### config.mk
export PLATFORM = sky130hd
export DESIGN_NAME = vga_sync_monitor
export DESIGN_NICKNAME = d
export VERILOG_FILES = /design/src/rtl/vga_sync_monitor.sv
export SDC_FILE = /design/constraint.sdc
export NUM_CORES = 1
export LEC_CHECK = 0
export CAP_MARGIN = 20
export CORE_MARGIN = 4
export CORE_UTILIZATION = 32
export CTS_BUF_LIST = sky130_fd_sc_hd__clkbuf_2
export DETAILED_ROUTE_END_ITERATION = 8
export MAX_ROUTING_LAYER = met4
export SYNTH_ARGS = -nofsm -noshare
export SYNTH_HDL_FRONTEND = slang
export SYNTH_SLANG_ARGS = --single-unit
### constraint.sdc
create_clock -name clk -period 3.7 [get_ports clk]
set_input_delay 0.74 -clock clk [delete_from_list [all_inputs] [get_ports clk]]
set_output_delay 0.74 -clock clk [all_outputs]
set_load 0.01 [all_outputs]
### src/rtl/vga_sync_monitor.sv
// vga_sync_monitor: receive-side raster timing recovery for HS/VS/RGB video.
// Measures line length and lines per frame, locks onto the expected timing,
// recovers active pixel coordinates and captures the colour at a probe pixel.
// Optional per-frame pixel checksum is built when VGA_FRAME_SUM_EN is defined;
// otherwise frame_sum is tied to zero.
module vga_sync_monitor #(
    parameter int H_TOTAL     = 800,
    parameter int V_TOTAL     = 525,
    parameter int H_SYNC      = 96,
    parameter int H_BP        = 48,
    parameter int H_ACTIVE    = 640,
    parameter int V_SYNC      = 2,
    parameter int V_BP        = 33,
    parameter int V_ACTIVE    = 480,
    parameter int LOCK_FRAMES = 2
) (
    input  logic        clk,
    input  logic        rst,
    input  logic        pix_en,
    input  logic        hs_in,
    input  logic        vs_in,
    input  logic [3:0]  red_in,
    input  logic [3:0]  green_in,
    input  logic [3:0]  blue_in,
    input  logic [11:0] probe_h,
    input  logic [11:0] probe_v,
    output logic        locked,
    output logic [11:0] h_pos,
    output logic [11:0] v_pos,
    output logic        active,
    output logic        sample_valid,
    output logic [11:0] sample_rgb,
    output logic [11:0] line_len,
    output logic [11:0] frame_lines,
    output logic [7:0]  err_count,
    output logic [15:0] frame_count,
    output logic [15:0] frame_sum
);

    localparam logic [11:0] H_TOTAL_W     = 12'(H_TOTAL);
    localparam logic [11:0] V_TOTAL_W     = 12'(V_TOTAL);
    localparam logic [11:0] H_START       = 12'(H_SYNC + H_BP);
    localparam logic [11:0] H_END         = 12'(H_SYNC + H_BP + H_ACTIVE);
    localparam logic [11:0] V_START       = 12'(V_SYNC + V_BP);
    localparam logic [11:0] V_END         = 12'(V_SYNC + V_BP + V_ACTIVE);
    localparam logic [11:0] TIMEOUT_TICKS = 12'(2 * H_TOTAL);
    localparam logic [7:0]  LOCK_W        = 8'(LOCK_FRAMES);

    typedef enum logic [1:0] {SEARCH, ACQUIRE, LOCKED} lockState_t;

    lockState_t  state;
    logic        hsReg, hsPrev, vsReg, vsPrev;
    logic [11:0] rgbReg;
    logic [11:0] hCnt, vRow, lineCnt;
    logic [7:0]  goodCnt;
    logic        captured;

    logic        hsFall, vsFall;
    logic [11:0] hCntInc, hNext, vRowInc, vRowNext, lineCntInc, lineCntNext;
    logic        lenBad, frameBad, timeout, timingBad;
    logic        inWindow, activeNext, probeHit;
    logic [11:0] hPosNext, vPosNext;
    logic [7:0]  errInc;

    // Edge detection, next counter values, timing checks and active window.
    // The counters tag the pixel held in rgbReg, so window and probe use the
    // post-update counter values together with the not-yet-shifted rgbReg.
    always_comb begin
        hsFall     = hsPrev & ~hsReg;
        vsFall     = vsPrev & ~vsReg;
        hCntInc    = (hCnt == '1) ? hCnt : hCnt + 12'd1;
        hNext      = hsFall ? '0 : hCntInc;
        vRowInc    = (vRow == '1) ? vRow : vRow + 12'd1;
        lineCntInc = (lineCnt == '1) ? lineCnt : lineCnt + 12'd1;
        vRowNext   = vRow;
        if (vsFall)
            vRowNext = '0;
        else if (hsFall)
            vRowNext = vRowInc;
        // An HS fall coincident with the VS fall opens the new frame's count.
        lineCntNext = lineCnt;
        if (vsFall)
            lineCntNext = hsFall ? 12'd1 : '0;
        else if (hsFall)
            lineCntNext = lineCntInc;
        lenBad     = hsFall && (hCntInc != H_TOTAL_W);
        frameBad   = vsFall && (lineCnt != V_TOTAL_W);
        timeout    = !hsFall && (hCntInc == TIMEOUT_TICKS);
        timingBad  = lenBad || frameBad || timeout;
        inWindow   = (hNext >= H_START) && (hNext < H_END) &&
                     (vRowNext >= V_START) && (vRowNext < V_END);
        activeNext = locked && inWindow;
        hPosNext   = activeNext ? hNext - H_START : '0;
        vPosNext   = activeNext ? vRowNext - V_START : '0;
        probeHit   = activeNext && (hPosNext == probe_h) && (vPosNext == probe_v);
        errInc     = (err_count == '1) ? err_count : err_count + 8'd1;
    end

    // Input registers, raster counters, probe capture and the lock FSM.
    always_ff @(posedge clk) begin
        if (!rst) begin
            state        <= SEARCH;
            hsReg        <= 1'b1;
            hsPrev       <= 1'b1;
            vsReg        <= 1'b1;
            vsPrev       <= 1'b1;
            rgbReg       <= '0;
            hCnt         <= '0;
            vRow         <= '0;
            lineCnt      <= '0;
            goodCnt      <= '0;
            captured     <= 1'b0;
            locked       <= 1'b0;
            h_pos        <= '0;
            v_pos        <= '0;
            active       <= 1'b0;
            sample_valid <= 1'b0;
            sample_rgb   <= '0;
            line_len     <= '0;
            frame_lines  <= '0;
            err_count    <= '0;
            frame_count  <= '0;
        end else begin
            sample_valid <= 1'b0;
            if (pix_en) begin
                hsReg   <= hs_in;
                hsPrev  <= hsReg;
                vsReg   <= vs_in;
                vsPrev  <= vsReg;
                rgbReg  <= {red_in, green_in, blue_in};
                hCnt    <= hNext;
                vRow    <= vRowNext;
                lineCnt <= lineCntNext;
                active  <= activeNext;
                h_pos   <= hPosNext;
                v_pos   <= vPosNext;
                if (hsFall)
                    line_len <= hCntInc;
                if (vsFall)
                    frame_lines <= lineCnt;

                if (probeHit && (!captured || vsFall)) begin
                    sample_rgb   <= rgbReg;
                    sample_valid <= 1'b1;
                    captured     <= 1'b1;
                end else if (vsFall) begin
                    captured <= 1'b0;
                end

                case (state)
                    SEARCH: begin
                        if (vsFall) begin
                            state   <= ACQUIRE;
                            goodCnt <= '0;
                        end
                    end
                    ACQUIRE: begin
                        if (timingBad) begin
                            err_count <= errInc;
                            state     <= SEARCH;
                        end else if (vsFall) begin
                            goodCnt <= goodCnt + 8'd1;
                            if (goodCnt + 8'd1 >= LOCK_W) begin
                                state  <= LOCKED;
                                locked <= 1'b1;
                            end
                        end
                    end
                    LOCKED: begin
                        if (timingBad) begin
                            err_count <= errInc;
                            state     <= SEARCH;
                            locked    <= 1'b0;
                        end else if (vsFall) begin
                            frame_count <= frame_count + 16'd1;
                        end
                    end
                    default: begin
                        state  <= SEARCH;
                        locked <= 1'b0;
                    end
                endcase
            end
        end
    end

`ifdef VGA_FRAME_SUM_EN
    logic [15:0] sumAcc;

    // Per-frame checksum of active pixels, published at each VS fall while locked.
    always_ff @(posedge clk) begin
        if (!rst) begin
            sumAcc    <= '0;
            frame_sum <= '0;
        end else if (pix_en) begin
            if (vsFall) begin
                if (locked)
                    frame_sum <= sumAcc;
                sumAcc <= activeNext ? {4'b0, rgbReg} : '0;
            end else if (activeNext) begin
                sumAcc <= sumAcc + {4'b0, rgbReg};
            end
        end
    end
`else
    assign frame_sum = '0;
`endif

endmodule

==> results of run 1 <==
-- stage by stage --
| step | instances | setup TNS [ns] |
|---|---|---|
| after detailed placement | 1521 | -4.859 |
| after CTS | 1555 | 0 |
| after floorplan | 1038 | 0 |
| after global routing | 1581 | -0.7610 |
| after global placement | 1521 | -3.651 |
| final | 1581 | 0 |
-- flip-flops by register name, summed over array words and instances, names as in the netlist, 8 cells and up --
name         flops
frame_count     16
hCnt            12
lineCnt         12
rgbReg          12
line_len        12
h_pos           12
v_pos           12
err_count        8
sample_rgb      12
frame_lines     12
vRow            12
goodCnt          8
-- final cells by class --
class,instances,share of cell area
inverter,19,0.006378
timing repair buffer,262,0.2109
sequential,150,0.2652
clock inverter,14,0.01309
multi-input combinational,788,0.4604
tap,330,0.03629
antenna,1,0.0002199
clock buffer,17,0.007477
-- synthesized netlist by cell type (6+ instances only) --
cell / number / share of area
dfxtp_1: 150 / 0.37
nand2_1: 118 / 0.054
nor2_1: 115 / 0.053
a21oi_1: 98 / 0.060
clkbuf_1: 38 / 0.017
nand3_1: 37 / 0.023
xnor2_1: 36 / 0.038
mux2i_1: 32 / 0.039
o21ai_0: 30 / 0.018
nand4_1: 29 / 0.022
nor3_1: 29 / 0.018
buf_4: 23 / 0.021
and3_1: 21 / 0.016
and2_1: 20 / 0.015
buf_2: 16 / 0.0098
inv_1: 16 / 0.0073
or3_1: 16 / 0.012
xor2_1: 16 / 0.017
ha_1: 14 / 0.021
a31oi_1: 13 / 0.0099
o31ai_1: 12 / 0.011
a211oi_1: 8 / 0.0073
nand4b_1: 7 / 0.0075
o2111ai_1: 7 / 0.0075
a41oi_1: 6 / 0.0064
nor2b_1: 6 / 0.0046
nor4_1: 6 / 0.0046
-- worst paths after layout --
path / startpoint / endpoint / slack (ns)
setup reg to reg: hCnt[0] / sample_rgb[3] / 0.12
setup / recovery: hCnt[0] / sample_rgb[3] / 0.12
hold reg to reg: line_len[5] / line_len[5] / 0.47
hold / removal: line_len[5] / line_len[5] / 0.47
-- cells by family after synthesis --
group	share of synthesized area
AOI/OAI and AO/OA	0.1809
buffers and inverters	0.05927
adders and majority gates	0.02139
DFF	0.3666
other	0.0004579
and+or+nand+nor	0.2725
muxes	0.04048
xor gates and xnor gates	0.05836
-- metal layers --
| layer | part of all wire | global-route usage |
|---|---|---|
| met3 | 0.049 | 0.02700 |
| met4 | 0.023 | 0.05752 |
| met5 | 0 | - |
| met1 | 0.46 | 0.2480 |
| met2 | 0.47 | 0.2839 |
-- power groups by stage --
stage / Combinational [mW] / Clock, mW / Sequential (mW)
6_report: 0.362 / 0.978 / 1.66
3_3_place_gp: 0.336 / 0 / 1.69
4_1_cts: 0.344 / 1.01 / 1.66
3_5_place_dp: 0.340 / 0 / 1.69
5_1_grt: 0.393 / 1.08 / 1.66
2_1_floorplan: 0.202 / 0 / 1.69
-- repair_timing --
item / 4_1_cts / 5_1_grt
pin swaps: 3 / 37
gates resized for setup: 13 / 86
setup buffers: 3 / 22
setup endpoints to repair: 14 / 24
gates cloned: 0 / 3
-- worst max-delay path: cells and delay by family (launching register included) --
kind,cells,cell delay [ns]
AO/OA/AOI/OAI,7,1.40
flip-flops,1,0.40
AND/OR/NAND/NOR,6,0.89
adder cells (fa/ha/maj),2,0.33
buffers and inverters,3,0.48
==> flow_summary.json, run 1 <==
{
  "outcome": "completed",
  "avgSynthCellArea_um2": 8.006,
  "synth-edff-count": 0,
  "io_pins": 144,
  "clk_path_buf_depth": 2,
  "swShare": 0.2975,
  "yosysWarnings": 0,
  "detail-route-antenna-nets": 0,
  "ys_ff_latch": 150,
  "power_density_nw_per_um2": 263.5,
  "hold_viol": 0,
  "p_total_mw": 2.998,
  "whs_path_depth": 2,
  "cts_tree": "built",
  "irDropWorstVdd_uv": 161.2,
  "worstPathRequired_ns": 4.35,
  "path_cells": "ha_4 -> and3_4 -> buf_4 -> nand4_2 -> a21oi_2 -> nand2_2 -> ha_4 -> o21ai_2 -> o2111ai_2 -> and3_4 -> and4_4 -> a211o_1 -> a222oi_1 -> buf_4 -> nand2_4 -> clkbuf_16 -> o31ai_2 -> a21oi_1",
  "area_delta_synth_final_pct": 38.92,
  "cpPeakStageDelay_ns": 0.40,
  "grt_max_degree": 117,
  "final_common_cell": "dfxtp_1",
  "antenna_found_initial": 1,
  "fp-row-count": 58,
  "numPortBuffers": 127,
  "cts_root_buf": "clkbuf_2",
  "critical-path-slowest-cell": "dfxtp_2",
  "maxCapViolations": 0,
  "die_w_um": 168.0,
  "netlist_instances": 1023,
  "routedWlPerCell_um": 17.03,
  "power_switching_mw": 0.8920,
  "dieHeight_um": 168.0,
  "ys_types": 81,
  "hp-class": "register to register",
  "internal_power_mw": 2.106,
  "p_leak_nw": 4.216,
  "end_kind": "register",
  "rsz0062_at_grt": "yes",
  "clock_latency_ns": 0.78,
  "fin_ws_ns": 0.1154,
  "drc": 0,
  "synth_area_um2": 8190,
  "drt_iter0_drc": 670,
  "dieArea_um2": 28220,
  "r2r_cells": 18,
  "grt_pass1_vias": 7519,
  "finalWirelength_mm": 26.93,
  "whs_ns": 0.4713,
  "slew-limit-headroom": 0.5875,
  "grt_overflow_total": 0,
  "cp_max_fo": 6,
  "hold_buffers": 0,
  "setup_violations": 0,
  "core_um2": 25180,
  "post-route-min-period_ns": 3.585,
  "final_util": 0.4519,
  "max_freq_mhz": 279.0,
  "cts_max_level": 4,
  "final_cell_mix": "140 x dfxtp_1, 126 x clkdlybuf4s50_1, 123 x buf_4",
  "dp_slack_ns": -0.3784,
  "finalCritPeriodShare": 0.9688,
  "grtUsageTotal": 0.1833,
  "nets": 1293,
  "pwr-share-clk": 0.326,
  "clkSlewWorstSetupHoldPaths_ns": 0.25,
  "finalInstanceArea_um2": 11380,
  "synth_ff_type": "dfxtp_1",
  "synth_seq_area_share": 0.3666,
  "fin_skew_ns": 0.05003,
  "dp_hpwl_mm": 18.77,
  "start_util": 0.3253,
  "cts_buffers": 17,
  "seqPwrFrac": 0.553,
  "async_reset_ff_frac": 0,
  "start_kind": "register",
  "grt_pass1_wl_mm": 40.91,
  "combPwrFrac": 0.121,
  "arrival_ns": 4.23,
  "drive_above_1_share": 0.2144,
  "clock-sinks": 150,
  "crit_type": "register to register",
  "place_area_um2": 10420,
  "vias": 8316,
  "final-seq-area_um2": 3018,
  "firstDrtPassIters": 5,
  "gp_congestion": 0.9137,
  "multi_input_area_um2": 5239,
  "viasPerCell": 5.260,
  "fillers": 2518,
  "worst_slew_pin_slew_ns": 0.6143,
  "slew_viol_final": 0
}
(Power assumes the default switching activity.)
==> run 2, diff against run 1 <==
--- a/config.mk
+++ b/config.mk
@@ -5,6 +5,7 @@
 export SDC_FILE = /design/constraint.sdc
 export NUM_CORES = 1
 export LEC_CHECK = 0
+export ABC_CLOCK_PERIOD_IN_PS = 3700
 export CAP_MARGIN = 20
 export CORE_MARGIN = 4
 export CORE_UTILIZATION = 32
==> results of run 2 <==
Final layout, timing and power as in run 1 (identical DEF).
